File: config.mk
export PLATFORM = sky130hd
export DESIGN_NAME = vc_crossbar3_arb
export DESIGN_NICKNAME = d
export VERILOG_FILES = /design/src/rtl/vc_crossbar3_arb.sv
export SDC_FILE = /design/constraint.sdc
export NUM_CORES = 1
export LEC_CHECK = 0
export CAP_MARGIN = 30
export CORE_MARGIN = 2
export CORE_UTILIZATION = 33
export DETAILED_ROUTE_END_ITERATION = 8
export SETUP_SLACK_MARGIN = 0.1
export SLEW_MARGIN = 0
export SYNTH_ARGS = -nofsm -noshare
export SYNTH_HDL_FRONTEND = slang
export SYNTH_SLANG_ARGS = --single-unit
File: constraint.sdc
create_clock -name clk -period 5.9 [get_ports clk]
set_clock_uncertainty 0.2 [all_clocks]
set_input_delay 0.59 -clock clk [delete_from_list [all_inputs] [get_ports clk]]
set_output_delay 0.59 -clock clk [all_outputs]
set_load 0.05 [all_outputs]
File: src/rtl/vc_crossbar3_arb.sv
// Control stage ahead of a 3x3 crossbar: per-output round-robin arbitration
// with sticky grants, val/rdy handshakes and crossbar select generation.
module vc_crossbar3_arb #(
  parameter int p_num_ports = 3
) (
  input  logic       clk,
  input  logic       reset,
  input  logic       in0_val,
  input  logic       in1_val,
  input  logic       in2_val,
  input  logic [1:0] in0_dest,
  input  logic [1:0] in1_dest,
  input  logic [1:0] in2_dest,
  output logic       in0_rdy,
  output logic       in1_rdy,
  output logic       in2_rdy,
  output logic       out0_val,
  output logic       out1_val,
  output logic       out2_val,
  input  logic       out0_rdy,
  input  logic       out1_rdy,
  input  logic       out2_rdy,
  output logic [1:0] sel0,
  output logic [1:0] sel1,
  output logic [1:0] sel2
);

  if (p_num_ports != 3) begin : g_bad_ports
    $error("vc_crossbar3_arb supports only p_num_ports == 3");
  end

  logic [2:0]      val_s;
  logic [2:0][1:0] dest_s;
  logic [2:0]      out_rdy_s;
  logic [2:0][3:0] req_s;      // req_s[j][i]; bit 3 stays 0 so a 2-bit index is always in range
  logic [2:0]      gnt_val_s;
  logic [2:0][1:0] gnt_s;
  logic [2:0]      in_rdy_s;
  logic [2:0]      out_val_s;
  logic [1:0]      cand_s;

  logic [2:0][1:0] ptr_r;
  logic [2:0]      held_r;
  logic [2:0][1:0] hgnt_r;

  function automatic logic [1:0] inc3(input logic [1:0] x);
    case (x)
      2'd0:    inc3 = 2'd1;
      2'd1:    inc3 = 2'd2;
      default: inc3 = 2'd0;
    endcase
  endfunction

  assign val_s     = {in2_val, in1_val, in0_val};
  assign dest_s    = {in2_dest, in1_dest, in0_dest};
  assign out_rdy_s = {out2_rdy, out1_rdy, out0_rdy};

  // Request matrix and per-output grant: a live lock wins, else round-robin from ptr
  always_comb begin
    req_s     = '0;
    gnt_val_s = 3'b000;
    gnt_s     = '0;
    cand_s    = 2'd0;
    for (int j = 0; j < 3; j++) begin
      for (int i = 0; i < 3; i++) begin
        req_s[j][i] = val_s[i] && (dest_s[i] == j[1:0]);
      end
      if (held_r[j] && req_s[j][hgnt_r[j]]) begin
        gnt_val_s[j] = 1'b1;
        gnt_s[j]     = hgnt_r[j];
      end else begin
        cand_s = ptr_r[j];
        for (int k = 0; k < 3; k++) begin
          if (!gnt_val_s[j] && req_s[j][cand_s]) begin
            gnt_val_s[j] = 1'b1;
            gnt_s[j]     = cand_s;
          end else begin
            gnt_val_s[j] = gnt_val_s[j];
          end
          cand_s = inc3(cand_s);
        end
      end
    end
  end

  // Input ready: the output this input targets grants it and is accepting
  always_comb begin
    in_rdy_s = 3'b000;
    for (int i = 0; i < 3; i++) begin
      for (int j = 0; j < 3; j++) begin
        in_rdy_s[i] = in_rdy_s[i] |
                      (!reset && gnt_val_s[j] && out_rdy_s[j] && (gnt_s[j] == i[1:0]));
      end
    end
  end

  assign out_val_s = reset ? 3'b000 : gnt_val_s;

  assign in0_rdy  = in_rdy_s[0];
  assign in1_rdy  = in_rdy_s[1];
  assign in2_rdy  = in_rdy_s[2];
  assign out0_val = out_val_s[0];
  assign out1_val = out_val_s[1];
  assign out2_val = out_val_s[2];
  assign sel0     = reset ? 2'd0 : gnt_s[0];
  assign sel1     = reset ? 2'd0 : gnt_s[1];
  assign sel2     = reset ? 2'd0 : gnt_s[2];

  // Pointer advances past the winner on transfer; a stall locks the current grant
  always_ff @(posedge clk or posedge reset) begin
    if (reset) begin
      ptr_r  <= '0;
      held_r <= 3'b000;
      hgnt_r <= '0;
    end else begin
      for (int j = 0; j < 3; j++) begin
        if (gnt_val_s[j] && out_rdy_s[j]) begin
          ptr_r[j]  <= inc3(gnt_s[j]);
          held_r[j] <= 1'b0;
        end else if (gnt_val_s[j]) begin
          held_r[j] <= 1'b1;
          hgnt_r[j] <= gnt_s[j];
        end else begin
          held_r[j] <= 1'b0;
        end
      end
    end
  end

endmodule

# == Word-level counts from Yosys, hierarchy flattened ==
# Cells that the tools add are included.
# classes
order_cmp,12
eq_ne,18
mux,79
bitwise,9
n_reduce_logical,58
# ops
cell,count
$mux W2,21
$logic_and A1 B1 Y1,36
$lt A2 B3 Y1 const B,12
$mux W1,36
$pmux W2 S2,9
$bmux W1 S2,12
$eq A2 B1 Y1 const B,12
$logic_not A2 Y1,12
$eq A2 B2 Y1 const B,6
$logic_not A1 Y1,7
$or A1 B1 Y1,6
$reduce_and A2 Y1,3
$mux W3,1
$not A1 Y1,3
# totals
reg_bits,15
in_bits,14
out_inout_bits,12
wordCells,183

# == Depth between registers and ports, before layout ==
# logic_depth
ltp_word,20
depth_mapped,6
depth_no_buf,6

# == Worst setup path after synthesis ==
# Ideal clock, no wire load.
# synth_timing
path_type,input to output
startpoint,input port in2_dest[1]
endpoint,output port in0_rdy
t_arrival_ns,2.398
required_ns,5.110
slack_ns,2.712
cell_stages,6
path_buffers,0
path_cell_list,or3b_1 -> or3_1 -> and4_4 -> nand2b_4 -> nand2b_4 -> o221ai_2
# synth_via
elab_chain_len,19
elab_cells_between_ends,89
classes_between,2 x eq/ne; 54 x mux; 2 x bitwise; 31 x reduce/logical
# synth_rtl
element,line,source
"start, declared",13,"input logic [1:0] in2_dest,"
$eq A2 B1 Y1 / $logic_not A2 Y1 (equally long branches),66,req_s[j][i] = val_s[i] && (dest_s[i] == j[1:0]);
$logic_and A1 B1 Y1,66,
$bmux W1 S2,74,if (!gnt_val_s[j] && req_s[j][cand_s]) begin
$mux W1 (implied by the code),74,
$mux W1,74,
$mux W1,68,if (held_r[j] && req_s[j][hgnt_r[j]]) begin
$logic_not A1 Y1,74,
$logic_and A1 B1 Y1,74,
$mux W1,74,
$mux W1,68,
$logic_not A1 Y1,74,
$logic_and A1 B1 Y1,74,
$mux W1,74,
$mux W1,68,
$logic_and A1 B1 Y1 (3 in a row),92,(!reset && gnt_val_s[j] && out_rdy_s[j] && (gnt_s[j] == i[1:0]));
$or A1 B1 Y1,91,in_rdy_s[i] = in_rdy_s[i] |
$or A1 B1 Y1 (*),91,
"end, declared",14,"output logic in0_rdy,"
# Mark *: on every way between the ends. The rest lies on a longest branch, timed or not. The select of a mux whose other input is x is not followed.

# == Worst setup path after layout ==
# layout_timing
startpoint,input port in0_dest[1]
endpoint,output port in1_rdy
# layout_via
elab_chain_len,19
elab_cells_between_ends,89
classes_between,5 x eq/ne; 54 x mux; 2 x bitwise; 28 x reduce/logical
# layout_rtl
element,line,source
"start, declared",11,"input logic [1:0] in0_dest,"
$eq A2 B1 Y1 / $logic_not A2 Y1 (equally long branches),66,
$logic_and A1 B1 Y1,66,
$bmux W1 S2,74,
$mux W1 (implied by the code),74,
$mux W1,74,
$mux W1,68,
$logic_not A1 Y1,74,
$logic_and A1 B1 Y1,74,
$mux W1,74,
$mux W1,68,
$logic_not A1 Y1,74,
$logic_and A1 B1 Y1,74,
$mux W1,74,
$mux W1,68,
$logic_and A1 B1 Y1 (3 in a row),92,
$or A1 B1 Y1,91,
$or A1 B1 Y1 (*),91,
"end, declared",15,"output logic in1_rdy,"
# Marks and branches as above.

==> impl_metrics.toml <==
[run_status]
status = "finished, final reports clean"

[detailed_routing]
wl_per_cell_um = 14.1
finalWirelength_um = 3080
drc_errors = 0
dr_total_vias = 1161
ant_nets = 0
first_pass_iters = 4
via_per_inst = 5.33
drt_iter0_drc = 92

[cells_and_area]
n_antenna_cell = 0
final_nets = 187
syn_to_final_growth_pct = 28.3
final_util_pct = 45.0
final_area_um2 = 1540
final_cells = 218
fillers = 344
layout-drive-gt1-share_pct = 12.2

[logic_synthesis]
synth_area_um2 = 1200
async_reset_ff_share_pct = 100
yosysSeqAreaShare_pct = 31.3
synth_common_cells = "nor2_1 (20), nand2_1 (18), dfrtp_1 (15), a21oi_1 (9), o21ai_0 (9)"
synth_ff_type = "dfrtp_1"
ys.warnings.count = 0
synth_nets = 157
yosysTopAreaCell = "dfrtp_1"
synth_cell_types = 43
syn_area_per_cell_um2 = 8.38
synth_cells = 143
synth_top_cell_area_share_pct = 31.3
yosysMostFrequentCell = "nor2_1"
synthTopCellsByArea = "dfrtp_1 (31%), nor2_1 (6.3%), nand2_1 (5.6%)"
synth_edf_count = 0
ys_ff_latch = 15

[die]
initial_core_util_pct = 35.1
rows = 21
ioPinCount = 26
die_h_um = 64.3
die-width_um = 64.3
core_area_um2 = 3420
dieArea_um2 = 4130

[power_and_ir_drop]
peakVddDrop_uv = 81.0
p_leak_nw = 0.639
power_density_nw_per_um2 = 188

[place]
pre_cts_ws_ns = 1.54
dp_hpwl_um = 2400
placed_cell_area_um2 = 1510
gp_congestion = 0.872
io_buffers = 25
placed_cells = 214

[timing]
worstMarginPinSlew_ns = 0.653
timing.final.ws_setup_ns = 1.53
slew_headroom_pct = 56.1
max_freq_mhz = 229
period_share_pct = 74.0
fin_crit_ns = 4.37
setup_viol = 0
hold_viol = 0
tns_ns = 0
drv_slew = 0
rsz0062_at_grt = "false"

[run]
drv_cap = 0

[global_route]
grt_pass1_wl_um = 5190
grt_pass1_vias = 1126
gr-total-overflow = 0
grt.total_usage_pct = 15.9
antenna_found_initial = 0
grt_max_degree = 12

[cts]
post_cts_buffers = 0
cts-buffers-inserted = 3
clkTransAtPathRegs_ns = 0.09
cts_tree = "built"
clk-insertion-delay-late_ns = 0.29
cts.sinks = 15
cts_buffer_depth = 2
cts-root-buf = "clkbuf_4"
ctsHoldBuffers = 0
ctsHtreeMaxLevel = 1
ctsResizeCount = 0

[worst_setup_path]
crit_path_start_kind = "input port"
reg2reg_from = "ptr_r[1]"
r2r_slack_ns = 3.79
reg2reg_depth = 5
crit_fanout = 7
required_ns = 5.11
cp-end-kind = "primary output"
cp_data_arrival_time_ns = 3.58
crit_type = "in2out"
r2r_end = "ptr_r[1]"

[hold_path]
min_path_cells = 2
hold_end = "ptr_r[0]"
hp-start = "ptr_r[0]"
hold_class = "reg2reg"
## flip-flops by register name (all words and copies together) (netlist names)
name	flops
held_r	3
hgnt_r	6
ptr_r	6
## kinds of logic (layout without fill, tap and decap cells)
| group | count (synthesis) | in the layout | synth area share, % |
|---|---|---|---|
| AOI/OAI and AO/OA | 38 | 38 | 22.8 |
| buffers and inverters | 7 | 36 | 2.19 |
| DFF | 15 | 15 | 31.3 |
| muxes | 7 | 7 | 6.26 |
| and+or+nand+nor | 76 | 76 | 37.5 |
## placed cells by master (no fill, tap or decap), types with 4 or more instances in the layout
cell             count
mux2_2               4
inv_1                6
nor2_1              20
nor2b_1              4
nor3_1               4
clkdlybuf4s50_1     25
o21ai_0              9
nand2_1             18
a21oi_1              9
nand3b_1             4
dfrtp_1             15
## final cells by class
| cell class | count | area (um^2) | area share [%] |
|---|---|---|---|
| Clock buffer | 3 | 22.5 | 1.46 |
| Clock inverter | 1 | 5.00 | 0.325 |
| Inverter | 6 | 22.5 | 1.46 |
| Multi-Input combinational cell | 121 | 797 | 51.8 |
| Sequential cell | 15 | 375 | 24.4 |
| Tap cell | 46 | 57.6 | 3.74 |
| Timing Repair Buffer | 26 | 258 | 16.8 |
## power breakdown
group / total, mW / leakage, nW / switching (mW) / internal, mW
Clock: 0.0609 / 0.0177 / 0.0357 / 0.0252
Combinational: 0.0919 / 0.430 / 0.0515 / 0.0404
Sequential: 0.137 / 0.192 / 0.0186 / 0.118
## through the flow
step           hold WS [ns]  power (mW)
2_1_floorplan         0.283       0.197
3_3_place_gp          0.330       0.229
3_5_place_dp          0.340       0.230
4_1_cts               0.362       0.293
5_1_grt               0.379       0.308
6_report              0.357       0.289
## how the worst max path moves through the flow
stage / startpoint / endpoint / slack [ns] / depth (start not counted)
5_1_grt: in1_dest[1] / in1_rdy / 1.36 / 8
3_3_place_gp: in1_dest[1] / in1_rdy / 1.51 / 8
3_5_place_dp: in1_dest[1] / in1_rdy / 1.54 / 8
2_1_floorplan: in2_dest[1] / in0_rdy / 2.71 / 6
6_report: in0_dest[1] / in1_rdy / 1.53 / 8
4_1_cts: in1_dest[1] / in1_rdy / 1.53 / 8
## per-layer routing
layer | vias up | global-route usage, % | routed length (um)
met5 | - | 0 | 0
met4 | 0 | 4.79 | 43
met3 | 4 | 2.99 | 166
met2 | 27 | 24.3 | 1340
met1 | 542 | 22.8 | 1540
li1 | 588 | - | -
## worst max-delay path: stages
cell	delay (ns)
clkdlybuf4s50_1	0.55
nand3b_4	0.21
mux2i_1	0.10
a21o_1	0.20
o41ai_2	0.49
or3b_2	0.51
o221ai_2	0.08
clkdlybuf4s50_1	0.84
Note: power is estimated with default switching activity, not from simulation.
==> RTL change (same settings) <==
Reset style: synchronous (`reset`), changed in one clocked block.
--- a/src/rtl/vc_crossbar3_arb.sv
+++ b/src/rtl/vc_crossbar3_arb.sv
@@ -107,7 +107,7 @@
   assign sel2     = reset ? 2'd0 : gnt_s[2];
 
   // Pointer advances past the winner on transfer; a stall locks the current grant
-  always_ff @(posedge clk or posedge reset) begin
+  always_ff @(posedge clk) begin
     if (reset) begin
       ptr_r  <= '0;
       held_r <= 3'b000;
Behaviour: no difference found for any inputs over 10 cycles, from zero or initial values and one cycle with reset high; that may be too few to reach the edited logic, so the function may still have changed.
==> RTL change against the unedited design <==
  * Count of clock-buffer cells in the layout stayed put
  * Worst setup slack better by 130 ps
  * First-iteration DRC count is 1.1% higher
  * Critical path type unchanged
  * Critical endpoint is now in0_rdy
  * Power is 1.7% lower
  * Cell area is 3.7% higher
  * Synthesized cell count is 9.1% higher
  * Synthesized area is 3.7% higher
  * Highest routed layer unchanged
  * Clock power is 46% higher
  * Sequential cell count stayed put
  * Non-clock buffer count stayed put
  * Hold slack worse by 49 ps
  * Wire length is 13% higher
==> RTL change: results (changes against the unedited design) <==
Clock network
  – TritonCTS buffer count: 3 (unchanged)
  – Clock slew at reported path FFs: 70 ps (-20 ps)
  – Clock root buffer: clkbuf_8
  – Clk Latency, worst-skew pair: 260 ps (-30 ps)

Drt
  – WL met1: 1660 µm (+7.9%)
  – DR WL met2: 1660 µm (+24%)
  – 1st-iter DRT viols: 93 (+1.1%)
  – Wire per inst: 15.1 µm (+6.7%)
  – WL met3: 94 µm (-43%)
  – Via-per-instance ratio: 5.74 (+7.9%)

Cells and area
  – Fraction of layout cells with a size suffix above 1: 9.29% (-2.9 points)
  – Final cell count without fillers: 231 (+6.0%)
  – Fillers: 393 (+14%)
  – Total Nets Final: 198 (+5.9%)

Setup path
  – Crit path DAT: 3450 ps (-130 ps)
  – CP peak stage delay: 820 ps (-20 ps)
  – R2R Path Start: ptr_r[0]
  – CP max FO: 9 (+2)

GRT
  – Global Route Usage Sum: 17.7% (+1.7 points)
  – Vias in the first global route: 1274 (+13%)
  – Largest net degree at the start of global routing: 23 (+11)
  – First-pass GRT wire length: 5910 µm (+14%)

Synthesis
  – Synthesized area per cell: 7.96 µm² (-5.0%)
  – Synthesized net count: 170 (+8.3%)
  – Ys async rst share: 0% (-100 points)
  – Post-synthesis sequential area ratio: 24.2% (-7.1 points)
  – Largest cells by area after synthesis: dfxtp_1 (24%), nor2_1 (6.0%), a21oi_1 (4.4%), a211oi_1 (4.2%), nand2_1 (3.9%)
  – Library cells used by synthesis: 51 (+19%)

Place
  – Place WS: 1670 ps (+133 ps)
  – Final weighted congestion in routability-driven placement: 0.855 (-1.9%)
  – Placed cell area: 1550 µm² (+2.5%)
  – Dpl hpwl: 2730 µm (+14%)

Timing
  – Slew margin rel.: 64.1% (+8.0 points)

Outcome
  – Status: finished, final reports clean

Power
  – Leak: 0.530 nW (-17%)
  – Maximum VDD drop: 54.6 µV (-33%)
  – Int Pwr: 0.189 mW (+2.8%)

Min path
  – Launch point of the worst hold path: ptr_r[4]
==> RTL change: layout make-up <==
cell class | count | area (µm²) | share of cell area, %
multi-input cells | 132 | 907 | 56.9
flip-flops and latches | 15 | 300 | 18.8
repair buffers | 26 | 258 | 16.2
well taps | 48 | 60.1 | 3.77
clock buffers | 3 | 41.3 | 2.59
inverters | 6 | 22.5 | 1.41
clock inverters | 1 | 5.00 | 0.314
==> RTL change: path summary, 6_finish.rpt <==
check        slack (ps)        to  cells after the start
max                1660   in0_rdy                      7
min                 310  ptr_r[4]                      2
max reg2reg        3870  ptr_r[0]                      5
min reg2reg         310  ptr_r[4]                      2
==> RTL change: per-stage QoR <==
step | hold WS [ps] | total power, mW
final | 308 | 0.284
after global routing | 350 | 0.298
after CTS | 311 | 0.284
after detailed placement | 302 | 0.197
after global placement | 287 | 0.196
after floorplan | 267 | 0.166
==> RTL change: worst register-to-register path, delay by kind of cell (launching register included) <==
kind	cells	cell delay, ps
compound gates	3	940
flops	1	360
simple gates	2	490
==> RTL change: cell families after synthesis <==
group | synth area share [%]
compound gates | 33.5
simple gates | 39.5
buf+inv | 2.82
flops | 24.2
==> RTL change: per-layer routing <==
layer,vias up,global-route usage [%]
met4,0,6.77
met1,632,22.2
met5,-,0
met3,6,2.23
met2,28,30.6
li1,661,-
==> RTL change: power by group through the flow <==
stage / sequential [mW] / combinational [mW] / clock (mW)
6_report: 0.115 / 0.0806 / 0.0888
5_1_grt: 0.116 / 0.0869 / 0.0944
4_1_cts: 0.115 / 0.0806 / 0.0885
3_5_place_dp: 0.117 / 0.0801 / 0
3_3_place_gp: 0.117 / 0.0791 / 0
2_1_floorplan: 0.115 / 0.0512 / 0
